===== config.mk =====
export PLATFORM = sky130hd
export DESIGN_NAME = regfile_shadow
export DESIGN_NICKNAME = d
export VERILOG_FILES = /design/src/rtl/regfile_shadow_pkg.sv /design/src/rtl/regfile_shadow_bank.sv /design/src/rtl/regfile_shadow.sv
export SDC_FILE = /design/constraint.sdc
export NUM_CORES = 1
export LEC_CHECK = 0
export BUFFER_PORTS_ARGS = -buffer_cell sky130_fd_sc_hd__clkbuf_2
export CAP_MARGIN = 0
export CORE_AREA = 2 2 152 154
export DETAILED_ROUTE_END_ITERATION = 6
export DIE_AREA = 0 0 154 156
export GPL_TIMING_DRIVEN = 0
export PLACE_DENSITY = 0.52
export SYNTH_ARGS = -nofsm -noshare
export SYNTH_HDL_FRONTEND = slang
export SYNTH_SLANG_ARGS = --single-unit

===== constraint.sdc =====
create_clock -name clk -period 4.5 [get_ports clk]
set_clock_uncertainty 0.1 [all_clocks]
set_input_delay 0.45 -clock clk [delete_from_list [all_inputs] [get_ports clk]]
set_output_delay 0.45 -clock clk [all_outputs]
set_load 0.05 [all_outputs]

===== src/rtl/regfile_shadow_pkg.sv =====
// Shared types for the DDS control-word register file: commit FSM states and
// read-bank selector encodings.
package dds_reg_pkg;

  typedef enum logic {CS_IDLE = 1'b0, CS_ARMED = 1'b1} commit_state_t;

  localparam logic BANK_SHADOW = 1'b0;
  localparam logic BANK_ACTIVE = 1'b1;

endpackage


===== src/rtl/regfile_shadow_bank.sv =====
// One bank of DEPTH x DATA_W flops with async clear, a single-word write port
// and a whole-bank parallel load; contents are exposed flattened.
module reg_bank #(
  parameter int DATA_W = 8,
  parameter int DEPTH  = 8,
  parameter int ADDR_W = $clog2(DEPTH)
) (
  input  logic                    clk,
  input  logic                    rst,
  input  logic                    i_we,
  input  logic [ADDR_W-1:0]       i_waddr,
  input  logic [DATA_W-1:0]       i_wdata,
  input  logic                    i_load,
  input  logic [DEPTH*DATA_W-1:0] i_load_data,
  output logic [DEPTH*DATA_W-1:0] o_flat
);

  logic [DEPTH*DATA_W-1:0] r_mem;

  // Parallel load wins over a word write; out-of-range addresses match no word.
  always_ff @(posedge clk or posedge rst) begin
    if (rst) begin
      r_mem <= '0;
    end else if (i_load) begin
      r_mem <= i_load_data;
    end else if (i_we) begin
      for (int n = 0; n < DEPTH; n++) begin
        if (i_waddr == ADDR_W'(n)) begin
          r_mem[n*DATA_W +: DATA_W] <= i_wdata;
        end
      end
    end
  end

  assign o_flat = r_mem;

endmodule


===== src/rtl/regfile_shadow.sv =====
// Double-buffered DDS control-word register file: host writes go to the shadow
// bank, a commit (optionally held until i_sync) copies it to the active bank.
module regfile_shadow
  import dds_reg_pkg::*;
#(
  parameter int DATA_W      = 8,
  parameter int DEPTH       = 8,
  parameter int ADDR_W      = $clog2(DEPTH),
  parameter bit SYNC_COMMIT = 1'b1
) (
  input  logic                    clk,
  input  logic                    rst,
  input  logic                    i_en_wr,
  input  logic [ADDR_W-1:0]       i_addr_wr,
  input  logic [DATA_W-1:0]       i_data,
  input  logic                    i_en_rd,
  input  logic [ADDR_W-1:0]       i_addr_rd,
  input  logic                    i_rd_bank,
  output logic [DATA_W-1:0]       o_data,
  output logic                    o_rd_valid,
  input  logic                    i_commit,
  input  logic                    i_sync,
  output logic                    o_pending,
  output logic                    o_commit_done,
  output logic [DEPTH*DATA_W-1:0] o_active
);

  logic [DEPTH*DATA_W-1:0] w_shadow;
  logic [DEPTH*DATA_W-1:0] w_active;
  logic [DEPTH*DATA_W-1:0] w_merged;
  logic [DATA_W-1:0]       w_rd_word;
  logic                    w_copy;
  commit_state_t           w_state_nxt;
  commit_state_t           r_state;
  logic [DATA_W-1:0]       r_data;
  logic                    r_rd_valid;
  logic                    r_done;

  reg_bank #(.DATA_W(DATA_W), .DEPTH(DEPTH), .ADDR_W(ADDR_W)) u_shadow (
    .clk(clk), .rst(rst),
    .i_we(i_en_wr), .i_waddr(i_addr_wr), .i_wdata(i_data),
    .i_load(1'b0), .i_load_data({(DEPTH*DATA_W){1'b0}}),
    .o_flat(w_shadow)
  );

  reg_bank #(.DATA_W(DATA_W), .DEPTH(DEPTH), .ADDR_W(ADDR_W)) u_active (
    .clk(clk), .rst(rst),
    .i_we(1'b0), .i_waddr({ADDR_W{1'b0}}), .i_wdata({DATA_W{1'b0}}),
    .i_load(w_copy), .i_load_data(w_merged),
    .o_flat(w_active)
  );

  // Shadow contents as they will be after this edge: feeds both copy and write-first reads.
  always_comb begin
    w_merged = w_shadow;
    for (int n = 0; n < DEPTH; n++) begin
      w_merged[n*DATA_W +: DATA_W] = (i_en_wr && (i_addr_wr == ADDR_W'(n))) ?
                                     i_data : w_shadow[n*DATA_W +: DATA_W];
    end
  end

  // OR-reduced read mux; an unmatched (out-of-range) address yields zero.
  always_comb begin
    w_rd_word = '0;
    for (int n = 0; n < DEPTH; n++) begin
      w_rd_word |= (i_addr_rd == ADDR_W'(n)) ?
                   ((i_rd_bank == BANK_ACTIVE) ? w_active[n*DATA_W +: DATA_W]
                                               : w_merged[n*DATA_W +: DATA_W])
                   : {DATA_W{1'b0}};
    end
  end

  // Commit FSM next state and copy strobe.
  always_comb begin
    w_state_nxt = r_state;
    w_copy      = 1'b0;
    if (!SYNC_COMMIT) begin
      w_copy      = i_commit;
      w_state_nxt = CS_IDLE;
    end else begin
      case (r_state)
        CS_IDLE: begin
          w_copy      = i_commit & i_sync;
          w_state_nxt = (i_commit & ~i_sync) ? CS_ARMED : CS_IDLE;
        end
        CS_ARMED: begin
          w_copy      = i_sync;
          w_state_nxt = i_sync ? CS_IDLE : CS_ARMED;
        end
        default: begin
          w_copy      = 1'b0;
          w_state_nxt = CS_IDLE;
        end
      endcase
    end
  end

  // State, done pulse and registered read port.
  always_ff @(posedge clk or posedge rst) begin
    if (rst) begin
      r_state    <= CS_IDLE;
      r_done     <= 1'b0;
      r_rd_valid <= 1'b0;
      r_data     <= '0;
    end else begin
      r_state    <= w_state_nxt;
      r_done     <= w_copy;
      r_rd_valid <= i_en_rd;
      if (i_en_rd) begin
        r_data <= w_rd_word;
      end
    end
  end

  assign o_data        = r_data;
  assign o_rd_valid    = r_rd_valid;
  assign o_pending     = (r_state == CS_ARMED);
  assign o_commit_done = r_done;
  assign o_active      = w_active;

endmodule


==> run summary <==
DRC Markers -> 0
Fmax -> 437 MHz
Worst hold margin -> -0.0318 ns
Drt wl/cell -> 23.5 um
Routed Antenna Nets -> 0
Pleak -> 3.94 nW
Worst setup SP type -> input port
Vias -> 5418
Slew Limit Fails -> 0
Cells after Synth -> 644
Yosys reg bits -> 139
Final WL -> 24500 um
Diode count -> 0
Initial Utilization -> 29.4%
Slew headroom -> 39.0%
DPL Wire Length -> 16600 um
Clk_lat worst skew -> 0.43 ns
Initial DRC Count -> 510
Status -> complete, but fails checks
Core area -> 0.0224 mm^2
Clk buf depth -> 2
Synth Area per Inst -> 10.2 um^2
Max cap viols -> 0
Async S/R FF share, synth -> 100%
Worst path arrival time -> 2.53 ns
Post-CTS setup buffers -> 0
Via-to-Cell Ratio -> 5.19
Pwr Density -> 553 mW/mm^2
# hold bufs at CTS -> 0
Finished Core Util -> 35.6%
All-layer global routing usage -> 20.8%
Die Footprint -> 0.0240 mm^2
Slew @ Worst Pin -> 0.914 ns
GRT Residual Overflow -> 0
Hold crit path type -> input port to asynchronous set/reset pin
Vias in the first global route -> 5371
Die X -> 154 um
CP max FO -> 10
CTS Buf Count -> 17
Synthesis Warnings -> 0
Layout cell share with drive strength beyond 1 -> 20.6%
Worst setup EP type -> flip-flop
Post-cts sizing count -> 0
Sink Count -> 139
Initial antenna violation count -> 0
Tmin final -> 2.29 ns
Post-synth EDFFs -> 0
VDD IR-drop max -> 0.000266 V
RSZ-0062 raised after global routing -> false
Placed Cells -> 1012
Register area share after synthesis -> 52.8%
First-pass GRT wire length -> 36000 um
Synth cell types -> 54
Buffers added on ports -> 82
H-tree levels -> 4
Leading register cell type out of synthesis -> dfrtp_1
Endpoints failing hold -> 29
Root Driver -> clkbuf_16
Most frequent cells in the layout -> dfrtp_1 (139), nand2_1 (96), clkbuf_2 (82), mux2i_1 (75), o21ai_0 (68)
CTS tree -> done
Worst EP required -> 4.74 ns
TritonRoute pass-1 iters -> 7
RePlAce Congestion -> 0.881
Commonest non-fill, non-tap cell in the layout -> dfrtp_1
Syn_nets -> 665
Die height -> 156 um
Violated checks -> negative hold slack
Largest net degree at the start of global routing -> 81
Nets -> 767
CTS clk-pin slew, worst paths -> 0.06 ns
Layout area overhead -> 21.0%
Critical path class -> input port to flip-flop
Setup ws final -> 2.21 ns
Boundary Pins -> 96
Post-Place Setup Slack -> 1.90 ns
Synthesized area -> 0.00659 mm^2
Cell Rows -> 55
Final worst-path cycle share -> 50.9%
Non-Filler Instances -> 1044
Final setup fails -> 0
## power breakdown
| group | switching, W | internal [W] |
|---|---|---|
| registers | 0.000194 | 0.00152 |
| logic | 0.000975 | 0.000311 |
| clock network | 0.000563 | 0.000845 |
## cells in the mapped netlist (3+ instances only)
cell / number / area (um^2)
o211ai_1: 3 / 22.5
and3_1: 3 / 18.8
a41oi_1: 5 / 43.8
nand2_1: 96 / 360
nor4_1: 6 / 37.5
a31oi_1: 4 / 25.0
mux2i_1: 75 / 751
o21ai_0: 68 / 340
dfrtp_1: 139 / 3480
a221oi_1: 4 / 35.0
o22ai_1: 18 / 113
nor3_1: 12 / 60.1
buf_2: 13 / 65.1
a211oi_1: 3 / 22.5
nand3_1: 6 / 30.0
and4bb_1: 3 / 37.5
inv_1: 65 / 244
nand2b_1: 3 / 18.8
a21oi_1: 14 / 70.1
buf_6: 10 / 113
mux2_2: 6 / 67.6
nor2b_1: 3 / 18.8
nor2_1: 21 / 78.8
a22oi_1: 3 / 22.5
clkbuf_8: 4 / 55.1
nand4b_1: 3 / 26.3
clkbuf_1: 16 / 60.1
a211o_1: 3 / 26.3
o32ai_1: 3 / 26.3
o221ai_1: 3 / 26.3
## layer usage
| layer | vias up | part of all wire, % | track usage [%] |
|---|---|---|---|
| met3 | 46 | 7.4 | 5.03 |
| met2 | 260 | 45 | 32.4 |
| li1 | 2425 | - | - |
| met4 | 0 | 2.2 | 6.41 |
| met1 | 2687 | 45 | 28.7 |
| met5 | - | 0 | 0 |
## per-stage QoR
stage	setup TNS [ns]	area (um^2)	total power, W
global placement	-222.72	7350	0.00300
finish	0	7970	0.00441
floorplan	0	6590	0.00262
global route	0	7970	0.00460
detailed placement	0	7390	0.00303
CTS	0	7970	0.00442
## area by class of cell
cell class                 instances  area, um^2
multi-input combinational        391        2520
clock buffer                      22         464
fill                            2288       14400
inverter                          67         256
buffer                            47         333
sequential                       139        3480
timing repair buffer              83         438
tap                              285         357
clock inverter                    10         116
## flip-flops by register name, indices dropped and copies added, names as in the netlist
name	count
o_rd_valid	1
o_pending	1
o_commit_done	1
u_active.o_flat	64
o_data	8
u_shadow.o_flat	64
## cells by family (layout without fill, tap and decap cells)
group | Yosys count | in the layout | synth area share (%)
buf+inv | 114 | 229 | 8.87
flops | 139 | 139 | 52.8
xor+xnor | 1 | 1 | 0.133
simple gates | 161 | 161 | 11.4
compound gates | 144 | 144 | 13.4
mux | 85 | 85 | 13.4
## worst max-delay path, stage by stage
cell	delay, ns
clkbuf_2	0.12
buf_2	0.24
nor3_1	0.70
nand2_1	0.45
o22ai_1	0.29
a31oi_1	0.07
a41oi_1	0.21
## final timing paths
kind	startpoint	to	slack, ns	cells after the start
worst max-delay path	i_addr_rd[1]	o_data[0]$_DFFE_PP0P_	2.21	7
worst min-delay path	rst	u_shadow.o_flat[0]$_DFFE_PP0P_	-0.03	2
worst max register to register	o_pending$_DFF_PP0_	u_active.o_flat[38]$_DFFE_PP0P_	2.23	5
worst min register to register	u_active.o_flat[52]$_DFFE_PP0P_	u_active.o_flat[52]$_DFFE_PP0P_	0.41	2
max in group asynchronous	rst	u_shadow.o_flat[34]$_DFFE_PP0P_	3.51	3
min in group clk	i_sync	o_pending$_DFF_PP0_	0.08	2
Power figures use the tool's default switching activity.
